[src/rtl/mem_ctrl.sv]
// Arbitrates the load/store queue (priority) and instruction fetch onto a byte-wide RAM; optional MEM_CTRL_IO_GUARD_EN stalls I/O-window stores.
// Latency: n+1 cycles from the first address to the success pulse for n-byte reads; n cycles for writes; one IDLE cycle between accesses.
// Backpressure: stores are absorbed in an LSB_Q_DEPTH queue flagged by lsb_req_full; rdy low freezes everything.
module mem_ctrl #(
    parameter int         LSB_Q_DEPTH = 4,
    parameter logic [1:0] IO_BASE_HI  = 2'b11
) (
    input  logic        clk,
    input  logic        rst,
    input  logic        rdy,
    input  logic        jump_flag,
    input  logic        mem_enable,
    input  logic [2:0]  op_size,
    input  logic [31:0] mem_addr,
    input  logic [31:0] mem_wdata,
    input  logic        mem_wr_tag,
    output logic        mem_success,
    output logic [31:0] mem_rdata,
    output logic        lsb_req_full,
    input  logic        if_enable,
    input  logic [31:0] if_addr,
    output logic        if_success,
    output logic [31:0] if_rdata,
    input  logic [7:0]  ram_din,
    output logic [7:0]  ram_dout,
    output logic [31:0] ram_a,
    output logic        ram_wr,
    input  logic        io_buffer_full
);
    localparam int PW = $clog2(LSB_Q_DEPTH);
    localparam int CW = PW + 1;
    localparam logic [CW-1:0] FULL_TH = CW'(LSB_Q_DEPTH - 1);

    typedef enum logic [1:0] {IDLE, LSB_RD, LSB_WR, IF_RD} state_t;
    typedef struct packed {
        logic        wr;
        logic [2:0]  size;
        logic [31:0] addr;
        logic [31:0] wdata;
    } req_t;

    req_t          q_mem [LSB_Q_DEPTH];
    req_t          head, q_in;
    logic [PW-1:0] q_head, q_tail, q_last, q_widx;
    logic [CW-1:0] q_cnt, q_cnt_nxt;
    logic          q_push, q_pop, q_drop;

    state_t      state, state_nxt;
    logic [2:0]  cnt, cnt_nxt, size;
    logic [31:0] base, wdata, rbuf, rd_word, addr_cur;
    logic        stall, start_if, reading, rd_done;

    assign head   = q_mem[q_head];
    assign q_in   = '{wr: mem_wr_tag, size: op_size, addr: mem_addr, wdata: mem_wdata};
    assign q_last = q_tail - PW'(1);

    // A flushed load is never enqueued; a queued load is always the tail entry.
    assign q_push    = rdy && mem_enable && !(jump_flag && !mem_wr_tag);
    assign q_drop    = rdy && jump_flag && (q_cnt != '0) && !q_mem[q_last].wr;
    assign q_pop     = rdy && (state == IDLE) && (q_cnt != '0) && !(q_drop && q_cnt == CW'(1));
    assign q_widx    = q_drop ? q_last : q_tail;
    assign q_cnt_nxt = q_cnt + CW'(q_push) - CW'(q_pop) - CW'(q_drop);

    assign start_if = rdy && (state == IDLE) && (q_cnt == '0) && if_enable && !jump_flag;
    assign reading  = (state == LSB_RD) || (state == IF_RD);
    assign rd_done  = (cnt == size);
    assign addr_cur = base + 32'(cnt);
    // Byte cnt-1 arrives on ram_din one cycle after its address.
    assign rd_word  = rbuf | (32'(ram_din) << {cnt - 3'd1, 3'b000});

`ifdef MEM_CTRL_IO_GUARD_EN
    assign stall = (state == LSB_WR) && io_buffer_full && (addr_cur[17:16] == IO_BASE_HI);
`else
    assign stall = 1'b0 & io_buffer_full;
`endif

    always_comb begin
        state_nxt = state;
        cnt_nxt   = cnt;
        if (rdy) begin
            case (state)
                IDLE: begin
                    if (q_pop) begin
                        state_nxt = head.wr ? LSB_WR : LSB_RD;
                        cnt_nxt   = 3'd0;
                    end else if (start_if) begin
                        state_nxt = IF_RD;
                        cnt_nxt   = 3'd0;
                    end
                end
                LSB_RD, IF_RD: begin
                    if (jump_flag || rd_done) state_nxt = IDLE;
                    else                      cnt_nxt   = cnt + 3'd1;
                end
                LSB_WR: begin
                    if (!stall) begin
                        if (cnt == size - 3'd1) state_nxt = IDLE;
                        else                    cnt_nxt   = cnt + 3'd1;
                    end
                end
                default: state_nxt = IDLE;
            endcase
        end
    end

    always_comb begin
        ram_a    = '0;
        ram_dout = '0;
        ram_wr   = 1'b0;
        if (state != IDLE) ram_a = addr_cur;
        if (state == LSB_WR) begin
            ram_dout = 8'(wdata >> {cnt, 3'b000});
            ram_wr   = rdy && !stall;
        end
    end

    always_ff @(posedge clk) begin
        if (q_push) q_mem[q_widx] <= q_in;
    end

    always_ff @(posedge clk) begin
        if (rst) begin
            state        <= IDLE;
            cnt          <= '0;
            size         <= '0;
            base         <= '0;
            wdata        <= '0;
            rbuf         <= '0;
            q_head       <= '0;
            q_tail       <= '0;
            q_cnt        <= '0;
            lsb_req_full <= 1'b0;
            mem_success  <= 1'b0;
            mem_rdata    <= '0;
            if_success   <= 1'b0;
            if_rdata     <= '0;
        end else begin
            state        <= state_nxt;
            cnt          <= cnt_nxt;
            q_cnt        <= q_cnt_nxt;
            q_head       <= q_head + PW'(q_pop);
            q_tail       <= q_tail + PW'(q_push) - PW'(q_drop);
            lsb_req_full <= (q_cnt_nxt >= FULL_TH);
            mem_success  <= 1'b0;
            if_success   <= 1'b0;
            if (q_pop) begin
                size  <= head.size;
                base  <= head.addr;
                wdata <= head.wdata;
                rbuf  <= '0;
            end else if (start_if) begin
                size <= 3'd4;
                base <= if_addr;
                rbuf <= '0;
            end
            if (rdy && reading && cnt != 3'd0) rbuf <= rd_word;
            if (rdy && reading && rd_done && !jump_flag) begin
                if (state == LSB_RD) begin
                    mem_success <= 1'b1;
                    mem_rdata   <= rd_word;
                end else begin
                    if_success <= 1'b1;
                    if_rdata   <= rd_word;
                end
            end
        end
    end
endmodule

[config.mk]
export PLATFORM = sky130hd
export DESIGN_NAME = mem_ctrl
export DESIGN_NICKNAME = d
export VERILOG_FILES = /design/src/rtl/mem_ctrl.sv
export SDC_FILE = /design/constraint.sdc
export NUM_CORES = 1
export LEC_CHECK = 0
export CAP_MARGIN = 10
export CORE_MARGIN = 3
export CORE_UTILIZATION = 50
export CTS_CLUSTER_SIZE = 30
export DETAILED_ROUTE_END_ITERATION = 6
export PLACE_DENSITY_LB_ADDON = 0.25
export SKIP_CTS_REPAIR_TIMING = 1
export SYNTH_ARGS = -nofsm -noshare
export SYNTH_HDL_FRONTEND = slang
export SYNTH_SLANG_ARGS = --single-unit
[constraint.sdc]
create_clock -name clk -period 6.6 [get_ports clk]
set_input_delay 0.66 -clock clk [delete_from_list [all_inputs] [get_ports clk]]
set_output_delay 0.66 -clock clk [all_outputs]
set_load 0.02 [all_outputs]
# Word-level counts from Yosys, hierarchy flattened
# Memory sizes are Yosys's and may differ from the RTL's. A register that Yosys moved wholly into a read port is not among the register bits.
# Index checks and enable logic that the tools add are counted.
# totals
ff_bits	178
ram_bits	272
input_bits	115
word_cells	107
n_memories	1
# memory_table
memory	words	word_bits	rd	rd_ports_with_merged_regs	write_ports	line_no	source
q_mem	4	68	2	1	1	42	req_t q_mem [LSB_Q_DEPTH];
# op_classes
add_sub_neg	11
order_cmp	1
eq_ne	11
shifts	2
mux	27
bitwise	3
reduce_logical	37
# ops
op	count
two-way mux 32 bit	6
adder 32 x 3 -> 32 bit	1
bitwise OR 32 bit	1
<< shifter 8 x 6 -> 32 bit	1
right shift 32 x 6 -> 8 bit	1
two-way mux 3 bit	6
logical AND 1 bit	17
two-way mux 2 bit	7
one-hot mux 3 bit (3 select lines)	1
nonzero test 3 bit	3
two-way mux 8 bit	1
!= test 2 bit (second input constant)	4
AND reduction 4 bit	2
== test 3 bit	2
one-hot mux 2 bit (3 select lines)	1
subtractor 3 x 1 -> 3 bit	2
subtractor 3 x 1 -> 3 bit (second input constant)	2
zero test 1 bit	5
two-way mux 1 bit	5
adder 2 x 1 -> 2 bit	2
== test 2 bit (second input constant)	2
AND reduction 2 bit	2
nonzero test 2 bit	2
OR reduction 2 bit	2
12 further kinds	14

# Logic depth before layout (Yosys ltp)
# An unclocked memory read counts as a cell.
# depth
ltp_word	10
depth_mapped	14
ltp_nobuf	14

# Least setup slack after synthesis
# OpenSTA, ideal clock, no wires.
# synth_timing
path_kind	in2reg
startpoint	input port rdy
endpoint	memory q_mem[2][0] (netlist bit) (enable)
t_arrival_ns	6.250
setup_slack_ns	-0.242
stages	5
n_path_buf	0
path_cell_list	nand3_1 > o22ai_2 > nand2_1 > xnor2_1 > nor3b_1
# synth_via
elab_chain_len	4
elab_cells_between_ends	8
cone_classes	3 x mux; 5 x reduce/logical
# synth_lines
item	line_no	source
start: declaration	10	input logic rdy,
logical AND 1 bit, on equally long branches (2 in a row)	58, 59	
two-way mux 1 bit / logical AND 1 bit (equally long branches)	118, 59	
two-way mux 1 bit (implied by the code) / two-way mux 2 bit (equally long branches)	118, 61	
end: declaration	42	
# Several ways; a longest one is shown, not always the timed one.

# Worst setup path after layout
# layout_timing
startpoint	register cnt[1]
endpoint	output port ram_a[29]
# layout_via
elab_chain_len	2
# layout_lines
item	line_no	source
start: declaration	49	logic [2:0] cnt, cnt_nxt, size;
start signal: assignment	139	cnt <= cnt_nxt;
adder 32 x 3 -> 32 bit	67	assign addr_cur = base + 32'(cnt);
two-way mux 32 bit	110	if (state != IDLE) ram_a = addr_cur;
end: declaration	26	output logic [31:0] ram_a,
# No other way between the ends.

==> impl_metrics.yaml <==
outcome:
  outcome: "complete, no violations"
route:
  drc: 0
  drt_iter0_drc: 686
  drtPass1Iterations: 7
  routed_wl_mm: 39.4
  wire_per_inst_um: 19.6
  ant_nets: 0
  vias_per_cell: 5.65
  vias: 11400
yosys:
  synth_area_per_cell_um2: 13.6
  synth_nets: 1461
  synth_enable_flop_cells: 272
  synthArstFlopShare: 0
  ys.flop_type: "edfxtp_1"
  synthCells: 1331
  ys_ff_latch: 450
  synth_cell_types: 63
  synth.cell_area_um2: 18100
  synth_warnings: 0
  ys_seq_area_frac: 0.648
clocking:
  clockBufferDepth: 3
  cts_tree: "built"
  cts_buffers: 45
  clock_sinks: 450
  clkLatencyLatePin_ps: 570
  clk_pin_slew_ps: 60
  cts-root-buf: "clkbuf_16"
  cts_htree_levels: 2
timing:
  fmax_mhz: 234
  setup_viol: 0
  fin_crit_sh: 0.649
  setup_tns_ps: 0
  worst_pin_slew_ps: 1110
  timing.max_slew.rel_slack: 0.262
  final_hold_viol_count: 0
  maxSlewViolCount: 0
  rsz0062_at_grt: "false"
  hold_ws_ps: 455
  fin_crit_ps: 4280
  skew_ps: 20.5
global_routing:
  grt_overflow: 0
  antenna_found_initial: 3
  grt_pass1_wl_mm: 62.7
  grt_pass1_vias: 11200
  grt_max_degree: 114
  gr-usage-all-layers: 0.206
worst_setup_path:
  crit_arrival_ps: 3620
  slowest_delay_ps: 810
  worst_setup_path_end_kind: "output pin"
  crit_buf_inv: 2
  reg2reg_from: "q_tail[1]$_SDFF_PP0_"
  critPathTopFamily: "compound AO/OA/AOI/OAI gates"
  critPathMaxFanout: 15
  reg2reg_setup_slack_ps: 3260
  cp_slowest_cell: "a21oi_1"
  cp-start-kind: "flip-flop"
  required_ps: 5940
  startpoint: "cnt[1]$_SDFFE_PP0P_"
  criticalPathCategory: "flip-flop to output pin"
  path_cells: "buf_4 > ha_1 > a21o_1 > a21oi_1 > nor4_4 > a211oi_1 > a31o_2 > clkdlybuf4s50_1"
final_layout:
  n_fill_cell: 2743
  nets: 1646
  fin_area_um2: 22100
  drive_gt1_frac: 0.129
  area_growth_pct: 22.0
pwr:
  power_density_nw_per_um2: 344
  p_leak_uw: 0.00702
  power_uw: 7600
  peakVddDrop_mv: 0.237
die:
  initial_core_util: 0.508
  core_um2: 35700
  die-area_um2: 38500
  die_w_um: 196
  rows: 69
  chipHeight_um: 196
  io-pin-count: 223
worst_hold_path:
  hp-start: "wdata[2]$_SDFFE_PP0N_"
  hp-class: "flip-flop to flip-flop"
job:
  drv_cap: 0
place:
  portBuffers: 221
  gp_congestion: 0.847
  postPlaceCellArea_um2: 20600
  place_hpwl_mm: 24.8
[per-layer routing]
layer / routed length [µm] / global-route usage
met4: 1010 / 0.0660
met2: 19000 / 0.337
met5: 34 / 0
met3: 2220 / 0.0440
met1: 17100 / 0.280
[worst register-to-register path, delay by kind of cell (launching register included)]
kind / cells / cell delay, ps
AOI/OAI and AO/OA: 2 / 620
buffers and inverters: 1 / 790
DFF: 1 / 540
muxes: 1 / 410
and+or+nand+nor: 2 / 560
[synthesized netlist by cell type, types with 10 or more instances]
| cell type | count | area, µm² |
|---|---|---|
| nor2b_1 | 20 | 125 |
| mux4_2 | 76 | 1710 |
| ha_1 | 14 | 175 |
| a22oi_1 | 32 | 240 |
| buf_6 | 12 | 135 |
| edfxtp_1 | 272 | 8170 |
| xnor2_1 | 20 | 175 |
| a311oi_1 | 24 | 210 |
| nor2_1 | 167 | 627 |
| a211oi_1 | 65 | 488 |
| buf_2 | 29 | 145 |
| xor2_1 | 14 | 123 |
| a21oi_1 | 78 | 390 |
| nand2_1 | 144 | 541 |
| nand3_1 | 16 | 80.1 |
| nor3_1 | 10 | 50.1 |
| clkbuf_1 | 44 | 165 |
| dfxtp_1 | 178 | 3560 |
| inv_1 | 15 | 56.3 |
[cell usage in the layout, fill, tap and decap left out, types with 4 or more instances in the layout]
| cell type | Yosys | routed |
|---|---|---|
| clkbuf_8 | 0 | 9 |
| a311oi_2 | 9 | 9 |
| clkbuf_1 | 44 | 10 |
| xnor2_1 | 20 | 20 |
| edfxtp_1 | 272 | 272 |
| a21oi_1 | 78 | 76 |
| or3_1 | 5 | 5 |
| nand4_1 | 6 | 6 |
| clkinv_1 | 0 | 6 |
| a311oi_1 | 24 | 24 |
| nor2_1 | 167 | 166 |
| a211oi_1 | 65 | 65 |
| xor2_1 | 14 | 14 |
| nand2_1 | 144 | 144 |
| inv_1 | 15 | 16 |
| dfxtp_1 | 178 | 176 |
| a22oi_1 | 32 | 32 |
| buf_4 | 8 | 14 |
| nor2b_1 | 20 | 20 |
| nand3b_1 | 4 | 4 |
| ha_1 | 14 | 14 |
| nor3_1 | 10 | 9 |
| clkbuf_16 | 0 | 46 |
| clkdlybuf4s50_1 | 0 | 220 |
| mux4_2 | 76 | 76 |
| nor3_2 | 4 | 5 |
| nand3_1 | 16 | 16 |
| and4_1 | 4 | 4 |
[cell type report]
type,instances,area (µm²),area share
tap,461,577,0.0261
clock buffer,65,1310,0.0594
timing repair buffer,237,2360,0.107
antenna,1,2.50,0.000113
clock inverter,19,195,0.00884
sequential,450,11700,0.531
inverter,16,60.1,0.00272
multi-input combinational,766,5840,0.265
[per-stage QoR]
| step | instances | worst slack (ps) | utilization |
|---|---|---|---|
| CTS | 2014 | 2300 | 0.619 |
| detailed placement | 1930 | 2550 | 0.577 |
| global route | 2015 | 2030 | 0.620 |
| floorplan | 1331 | 123 | - |
| global placement | 1930 | 2590 | 0.577 |
| finish | 2015 | 2320 | 0.620 |
[report_power, final]
group	total, µW	switching, µW	internal (µW)
registers	3500	257	3250
clock network	2550	1040	1510
logic	1540	814	729
total	7600	2110	5480
[state kept, by name, summed over array words and instances, names as in the netlist]
| register | count |
|---|---|
| base | 32 |
| cnt | 3 |
| if_rdata | 32 |
| if_success | 1 |
| lsb_req_full | 1 |
| mem_rdata | 32 |
| mem_success | 1 |
| q_cnt | 3 |
| q_head | 2 |
| q_mem | 272 |
| q_tail | 2 |
| rbuf | 32 |
| size | 3 |
| state | 2 |
| wdata | 32 |
[final timing paths]
check | cells past startpoint | end
hold reg to reg | 2 | wdata[2]$_SDFFE_PP0N_
setup / recovery | 8 | ram_a[29]
setup reg to reg | 6 | q_mem[3][19]$_DFFE_PP_
hold / removal | 2 | wdata[2]$_SDFFE_PP0N_
[cell families (layout without fill, tap and decap cells)]
group | after synthesis | count (layout) | synth area share
AOI/OAI and AO/OA | 229 | 229 | 0.0902
xor gates and xnor gates | 35 | 35 | 0.0178
adders and majority gates | 15 | 15 | 0.0108
buffers and inverters | 115 | 337 | 0.0326
DFF | 450 | 450 | 0.648
muxes | 79 | 79 | 0.0966
other | 0 | 1 | 0
and+or+nand+nor | 408 | 408 | 0.104
No activity file was read; power rests on OpenSTA's default activity.
